`src/rtl/mc_ram_1p_ctrl_pkg.sv`:
```
// mc_ram_1p_ctrl_pkg: shared widths and burst FSM encoding for the MC RAM controller.
package mc_ram_1p_ctrl_pkg;
   localparam int WORD_W = 20;
   localparam int ADDR_W = 8;
   typedef enum logic {IDLE = 1'b0, FILL = 1'b1} state_e;
endpackage

```
`src/rtl/mc_rd_fifo2.sv`:
```
// mc_rd_fifo2: 2-entry synchronous FIFO buffering RAM read responses.
module mc_rd_fifo2
   import mc_ram_1p_ctrl_pkg::*;
#(
   parameter int W = WORD_W
) (
   input  logic         clk,
   input  logic         rstn,
   input  logic         push_i,
   input  logic [W-1:0] dat_i,
   input  logic         pop_i,
   output logic         val_o,
   output logic [W-1:0] dat_o,
   output logic [1:0]   cnt_o
);
   logic [W-1:0] mem_q [2];
   logic         wp_q, rp_q;
   logic [1:0]   cnt_q;
   logic         do_push, do_pop;
   assign do_pop  = pop_i & (cnt_q != 2'd0);
   assign do_push = push_i & ((cnt_q != 2'd2) | do_pop);
   assign val_o   = cnt_q != 2'd0;
   assign dat_o   = mem_q[rp_q];
   assign cnt_o   = cnt_q;
   always_ff @(posedge clk or negedge rstn) begin
      if (!rstn) begin
         mem_q[0] <= '0;
         mem_q[1] <= '0;
         wp_q     <= 1'b0;
         rp_q     <= 1'b0;
         cnt_q    <= 2'd0;
      end else begin
         if (do_push) begin
            mem_q[wp_q] <= dat_i;
            wp_q        <= ~wp_q;
         end
         if (do_pop) rp_q <= ~rp_q;
         cnt_q <= cnt_q + 2'(do_push) - 2'(do_pop);
      end
   end
endmodule

```
`src/rtl/mc_ram_1p_ctrl.sv`:
```
// mc_ram_1p_ctrl: arbitrates a burst-write stream and a random-read stream onto one
// single-port SRAM, one access per cycle, with a 2-deep read response buffer.
module mc_ram_1p_ctrl
   import mc_ram_1p_ctrl_pkg::*;
#(
   parameter int Word_Width = WORD_W,
   parameter int Addr_Width = ADDR_W
) (
   input  logic                  clk,
   input  logic                  rstn,
   input  logic                  start_i,
   input  logic [Addr_Width-1:0] base_i,
   input  logic [Addr_Width:0]   len_i,
   output logic                  busy_o,
   output logic                  done_o,
   input  logic                  wr_val_i,
   input  logic [Word_Width-1:0] wr_dat_i,
   output logic                  wr_rdy_o,
   input  logic                  rd_req_i,
   input  logic [Addr_Width-1:0] rd_addr_i,
   output logic                  rd_ack_o,
   output logic                  rd_val_o,
   output logic [Word_Width-1:0] rd_dat_o,
   input  logic                  rd_rdy_i,
   output logic                  ram_cen_o,
   output logic                  ram_oen_o,
   output logic                  ram_wen_o,
   output logic [Addr_Width-1:0] ram_addr_o,
   output logic [Word_Width-1:0] ram_dat_o,
   input  logic [Word_Width-1:0] ram_dat_i
);
   state_e                state_q, state_d;
   logic [Addr_Width-1:0] waddr_q, waddr_d;
   logic [Addr_Width:0]   rem_q, rem_d;
   logic                  done_q, done_d, prio_q, prio_d, infl_q;
   logic                  wr_cand, rd_cand, wr_gnt, rd_gnt, credit, pop;
   logic [1:0]            cnt;
   // Credit counts buffered plus inflight reads, net of this cycle's pop.
   assign pop     = rd_val_o & rd_rdy_i;
   assign credit  = ({1'b0, cnt} + {2'b0, infl_q}) < (3'd2 + {2'b0, pop});
   assign wr_cand = (state_q == FILL) & wr_val_i;
   assign rd_cand = rd_req_i & credit;
   assign wr_gnt  = wr_cand & (~rd_cand | ~prio_q);
   assign rd_gnt  = rd_cand & (~wr_cand | prio_q);
   always_comb begin
      state_d = state_q;
      waddr_d = waddr_q;
      rem_d   = rem_q;
      done_d  = 1'b0;
      prio_d  = prio_q ^ (wr_cand & rd_cand);
      if (state_q == IDLE) begin
         if (start_i && len_i != '0) begin
            state_d = FILL;
            waddr_d = base_i;
            rem_d   = len_i;
         end
      end else if (wr_gnt) begin
         waddr_d = waddr_q + Addr_Width'(1);
         rem_d   = rem_q - (Addr_Width+1)'(1);
         if (rem_q == (Addr_Width+1)'(1)) begin
            state_d = IDLE;
            done_d  = 1'b1;
         end
      end
   end
   always_ff @(posedge clk or negedge rstn) begin
      if (!rstn) begin
         state_q <= IDLE;
         waddr_q <= '0;
         rem_q   <= '0;
         done_q  <= 1'b0;
         prio_q  <= 1'b0;
         infl_q  <= 1'b0;
      end else begin
         state_q <= state_d;
         waddr_q <= waddr_d;
         rem_q   <= rem_d;
         done_q  <= done_d;
         prio_q  <= prio_d;
         infl_q  <= rd_gnt;
      end
   end
   mc_rd_fifo2 #(.W(Word_Width)) u_fifo (
      .clk    (clk),
      .rstn   (rstn),
      .push_i (infl_q),
      .dat_i  (ram_dat_i),
      .pop_i  (pop),
      .val_o  (rd_val_o),
      .dat_o  (rd_dat_o),
      .cnt_o  (cnt)
   );
   // Outputs are masked by rstn so the pins sit at idle values while reset is held.
   assign busy_o     = state_q == FILL;
   assign done_o     = done_q;
   assign wr_rdy_o   = rstn & wr_gnt;
   assign rd_ack_o   = rstn & rd_gnt;
   assign ram_cen_o  = ~(rstn & (wr_gnt | rd_gnt));
   assign ram_wen_o  = ~(rstn & wr_gnt);
   assign ram_oen_o  = 1'b0;
   assign ram_addr_o = !rstn ? '0 : wr_gnt ? waddr_q : rd_addr_i;
   assign ram_dat_o  = rstn ? wr_dat_i : '0;
endmodule

```
`config.mk`:
```
export PLATFORM = sky130hd
export DESIGN_NAME = mc_ram_1p_ctrl
export DESIGN_NICKNAME = d
export VERILOG_FILES = /design/src/rtl/mc_ram_1p_ctrl_pkg.sv /design/src/rtl/mc_rd_fifo2.sv /design/src/rtl/mc_ram_1p_ctrl.sv
export SDC_FILE = /design/constraint.sdc
export NUM_CORES = 1
export LEC_CHECK = 0
export ABC_AREA = 1
export BUFFER_PORTS_ARGS = -buffer_cell sky130_fd_sc_hd__buf_2
export CAP_MARGIN = 20
export CORE_MARGIN = 2
export CORE_UTILIZATION = 50
export CTS_CLUSTER_DIAMETER = 80
export CTS_CLUSTER_SIZE = 12
export DETAILED_ROUTE_END_ITERATION = 7
export PLACE_DENSITY_LB_ADDON = 0.05
export RECOVER_POWER = 100
export SYNTH_ARGS = -nofsm -noshare
export SYNTH_HDL_FRONTEND = slang
export SYNTH_SLANG_ARGS = --single-unit
```
`constraint.sdc`:
```
create_clock -name clk -period 2.85 [get_ports clk]
set_clock_uncertainty 0.1 [all_clocks]
set_input_delay 0.7125 -clock clk [delete_from_list [all_inputs] [get_ports clk]]
set_output_delay 0.7125 -clock clk [all_outputs]
set_load 0.005 [all_outputs]
```
-- After elaboration in Yosys (flattened, before gate mapping)
Index checks and enable logic that the tools add are counted.
- add/sub/neg operators: 6
- magnitude comparators: 4
- eq/ne operators: 3
- mux-type cells: 22
- bitwise logic cells: 25
- reduce and logical (&&, ||, !) cells: 6
- operators by type and width (operator ; number):
    $mux W20 ; 5
    $bwmux W40 ; 1
    $mux W8 ; 5
    $mux W9 ; 3
    $demux W20 S1 ; 1
    $and A1 B1 Y1 ; 11
    $eq A9 B1 Y1 const B ; 1
    $reduce_bool A9 Y1 ; 1
    $sub A9 B1 Y9 const B ; 1
    $add A8 B1 Y8 const B ; 1
    $mux W1 ; 7
    $not A1 Y1 ; 7
    $ge A2 B2 Y1 const B ; 2
    $not A1 Y2 ; 2
    $or A1 B1 Y1 ; 4
    $reduce_bool A2 Y1 ; 2
    $add A2 B1 Y3 ; 1
    $add A2 B1 Y3 const A ; 1
    $lt A3 B3 Y1 ; 1
    $add A2 B1 Y2 ; 1
    $logic_and A1 B1 Y1 ; 2
    $lt A2 B1 Y1 const B ; 1
    $ne A2 B1 Y1 const B ; 1
    $ne A2 B2 Y1 const B ; 1
    3 further kinds ; 3
- bits in registers: 65
- output and inout bits: 56

-- Longest topological paths before layout
- depth in word-level cells: 11
- gate-level depth with buffers: 11

-- Cells and area by module
A second synthesis with hierarchy kept.
- cells, all modules: 579
- area, all modules: 3985.1 um^2
- modules (own cells, without submodules) (module ; instances ; cells an instance ; area each (um^2) ; seq. area each (um^2)):
    mc_rd_fifo2 ; 1 ; 268 ; 2148.3 ; 1101.1
    mc_ram_1p_ctrl ; 1 ; 311 ; 1836.8 ; 525.5

-- Worst setup path after synthesis
No wires, ideal clock.
- kind: input -> output
- start: input port wr_val_i
- end: output port ram_addr_o[3]
- data arrival time: 1512 ps
- required time: 2037 ps
- path slack: 525 ps
- stages: 8
- buffers on the path: 1
- path through: nand2_2 > or2_4 > nand3_4 > nand2_4 > buf_6 > nand2_1 > nand2_1 > nor2_1
- cells in the longest elaborated chain, start to end: 4
- RTL lines (what ; line ; RTL):
    start, declared ; mc_ram_1p_ctrl.sv:16 ; input logic wr_val_i,
    $and A1 B1 Y1 ; mc_ram_1p_ctrl.sv:41 ; assign wr_cand = (state_q == FILL) & wr_val_i;
    $and A1 B1 Y1 ; mc_ram_1p_ctrl.sv:43 ; assign wr_gnt = wr_cand & (~rd_cand | ~prio_q);
    $mux W8 (2 in a row) ; mc_ram_1p_ctrl.sv:101 ; assign ram_addr_o = !rstn ? '0 : wr_gnt ? waddr_q : rd_addr_i;
    end, declared ; mc_ram_1p_ctrl.sv:28 ; output logic [Addr_Width-1:0] ram_addr_o,
No other way between the ends.

-- Worst setup path after layout
- start: register infl_q
- end: output port ram_cen_o
- cells in the longest elaborated chain, start to end: 9
- elaborated cells between the ends (all ways): 10
- classes of those cells: add/sub (1); order compare (1); bitwise (8)
- RTL lines (what ; line ; RTL):
    start, declared ; mc_ram_1p_ctrl.sv:35 ; logic done_q, done_d, prio_q, prio_d, infl_q;
    start signal, assigned ; mc_ram_1p_ctrl.sv:80 ; infl_q <= rd_gnt;
    $add A2 B1 Y3 * ; mc_ram_1p_ctrl.sv:40 ; assign credit = ({1'b0, cnt} + {2'b0, infl_q}) < (3'd2 + {2'b0, pop});
    $lt A3 B3 Y1 * ; mc_ram_1p_ctrl.sv:40 ;
    $and A1 B1 Y1 * ; mc_ram_1p_ctrl.sv:42 ; assign rd_cand = rd_req_i & credit;
    $not A1 Y1 ; mc_ram_1p_ctrl.sv:43 ;
    $or A1 B1 Y1 ; mc_ram_1p_ctrl.sv:43 ;
    $and A1 B1 Y1 ; mc_ram_1p_ctrl.sv:43 ;
    $or A1 B1 Y1 * ; mc_ram_1p_ctrl.sv:98 ; assign ram_cen_o = ~(rstn & (wr_gnt | rd_gnt));
    $and A1 B1 Y1 * ; mc_ram_1p_ctrl.sv:98 ;
    $not A1 Y1 * ; mc_ram_1p_ctrl.sv:98 ;
    end, declared ; mc_ram_1p_ctrl.sv:25 ; output logic ram_cen_o,
Every way passes the cells marked *; elsewhere a longest branch is shown, timed or not.

==> results.toml <==
[status]
status = "finished, final reports clean"

[drt]
drtPass1Iterations = 4
wl_per_cell_um = 11.8
vias = 3646
drt-vias-per-instance = 4.73
drc = 0
wl_mm = 9.09
drt-initial-drc-count = 155
ant_nets = 0

[cts]
holdBufCountCts = 0
path_clk_slew_ns = 0.07
cts_tree = "built"
cts_sinks = 65
clockBufferDepth = 2
cts_made_buffers = 9
cts-root-buf = "clkbuf_8"
clk_latency_ns = 0.33
h-tree-depth = 3

[synthesis]
ys_ff_latch = 65
avgSynthCellArea_um2 = 7.09
synth_cells = 542
synth_area_leaders = "dfrtp_1, nand2_1, inv_1"
synth_flop_cell = "dfrtp_1"
synth_cell_types = 29
synth_adder_area_share_pct = 2.28
seq_area_frac_synth_pct = 42.3
synth_common_cells = "nand2_1, inv_1, dfrtp_1"
synth.area.mux_share_pct = 0
synth_compound_area_share_pct = 9.71
async_reset_ff_share_pct = 100
yosysTopAreaCell = "dfrtp_1"
synth_edf_count = 0
synth-simple-area-share_pct = 32.7
synth_nets = 620
synth_top_area_share_pct = 42.3
yosysWarnings = 0
synth_top_family_by_area = "simple AND/OR/NAND/NOR gates"
synth_most_common_cell = "nand2_1"
synth_area_um2 = 3840
yosys.area_share.xor_xnor_pct = 1.14

[die]
die_area_um2 = 8400
die_h_um = 91.7
start_util_pct = 52.4
rows = 31
die_x_um = 91.7
io_pins = 127
core_um2 = 7330

[global_routing]
grt_pass1_wl_mm = 15.3
track_usage_pct = 22.0
grt_overflow = 0
grt_pass1_vias = 3541
antenna_found_initial = 0
grt_max_degree = 41

[timing]
rsz0062_at_grt = "true"
worst_pin_slew_ns = 0.964
hold_viol_final = 0
drv_slew = 0
relSlewSlack_pct = 35.7
setup_slack_ns = 0.0885
finalCritPeriodShare_pct = 96.9
min_period_ns = 2.76
fmax_mhz = 362
setup_viol = 0

[placement]
pre_cts_ws_ns = 0.271
gp_congestion = 0.783
dpl.hpwl_mm = 6.43
numPortBuffers = 125
placedCellCount = 750

[job]
cap_violations = 0

[worst_setup_path]
r2r_slack_ns = 0.87
r2r-end = "rem_q[6]$_DFFE_PN0P_"
cp_max_fo = 6
critPathLaunch = "infl_q$_DFF_PN0_"
criticalPathCategory = "flip-flop to output port"
ff2ff_path_depth = 9
worstSetupEndpointType = "output port"
startpoint_type = "flip-flop"
critPathArrivalTime_ns = 1.95
r2r-start = "infl_q$_DFF_PN0_"
critical_path_required_ns = 2.04

[min_path]
hp-class = "input pin to async pin"

[cells_and_area]
register_area_um2 = 1630
fillers = 683
nNetsFinal = 745
synthToLayoutAreaGrowth_pct = 25.3
drive_gt1_share_pct = 28.1
final_cells = 771
n_antenna_cell = 0
final_util_pct = 65.6
multiInputGateArea_um2 = 1810

[power_and_ir_drop]
power_density_nw_per_um2 = 991
ir_drop_v = 0.000553
p_leak_nw = 2.95
-- how the worst max path moves through the flow --
stage	to	slack, ns	cells past startpoint
2_1_floorplan	ram_addr_o[3]	0.53	8
3_3_place_gp	ram_addr_o[2]	0.31	9
3_5_place_dp	ram_addr_o[0]	0.27	9
4_1_cts	ram_addr_o[0]	0.05	8
5_1_grt	ram_cen_o	-0.02	7
6_report	ram_cen_o	0.09	7
-- logic make-up (layout without fill, tap and decap cells) --
logic type      count (synthesis)  in the layout
simple gates                  306            308
buf+inv                       101            229
xor+xnor                        5              5
compound gates                 57             57
other cells                     1              1
flops                          65             65
fa+ha+maj                       7              7
-- critical path, cell delays in order, from the launching register on --
cell     delay, ns
dfrtp_1       0.39
ha_1          0.20
ha_1          0.19
nor2_2        0.17
nand3_4       0.21
nor2_1        0.26
nor2_1        0.08
buf_2         0.13
-- repair_timing --
action                                  CTS  global route
pin swaps                                 0             4
buffers inserted                          0             3
endpoints found under the setup margin    3             9
gates resized for setup                   1             5
cloned                                    0             2
-- cell type report --
type | count | area share, %
Multi-Input combinational cell | 378 | 37.5
Sequential cell | 65 | 33.8
Timing Repair Buffer | 138 | 15.2
Inverter | 75 | 5.85
Clock buffer | 9 | 2.57
Tap cell | 99 | 2.57
Clock inverter | 7 | 2.44
-- cell usage in the layout, fill, tap and decap left out, drive strengths merged --
cell,instances
xnor2,2
nand2,229
o21bai,3
a21oi,3
clkinv,3
nand4,1
xor2,3
clkbuf,11
dfrtp,65
inv,76
a31oi,1
ha,7
o21ai,50
bufinv,3
nand3,38
conb,1
nor3,2
nor2,35
buf,136
or2,3
-- routing by layer --
metal / vias up / GRT usage [%] / share of wire, %
met5: - / 0 / 0
met1: 1643 / 27.6 / 44
met3: 11 / 3.20 / 4.8
li1: 1894 / - / -
met2: 98 / 38.7 / 50
met4: 0 / 7.83 / 1.1
-- stage by stage --
step | TNS [ns] | hold WS (ns) | area (um2) | power, mW
after floorplan | 0 | 0.317 | 3840 | 3.17
after global placement | 0 | 0.364 | 4510 | 3.70
after detailed placement | 0 | 0.371 | 4510 | 3.77
after CTS | 0 | 0.122 | 4760 | 4.74
after global routing | -0.0329 | 0.116 | 4810 | 5.23
final | 0 | 0.135 | 4810 | 4.77
-- state kept, by name, summed over array words and instances (netlist names) --
| name | cells |
|---|---|
| u_fifo.mem_q | 40 |
| rem_q | 9 |
| waddr_q | 8 |
| u_fifo.cnt_o | 2 |
| busy_o | 1 |
| done_o | 1 |
| infl_q | 1 |
| prio_q | 1 |
| u_fifo.rp_q | 1 |
| u_fifo.wp_q | 1 |
-- where the power goes --
group	switching, mW	internal [mW]	total [mW]
Sequential	0.292	1.34	1.64
Combinational	1.30	0.893	2.19
Clock	0.360	0.582	0.942
(Power assumes the default switching activity.)
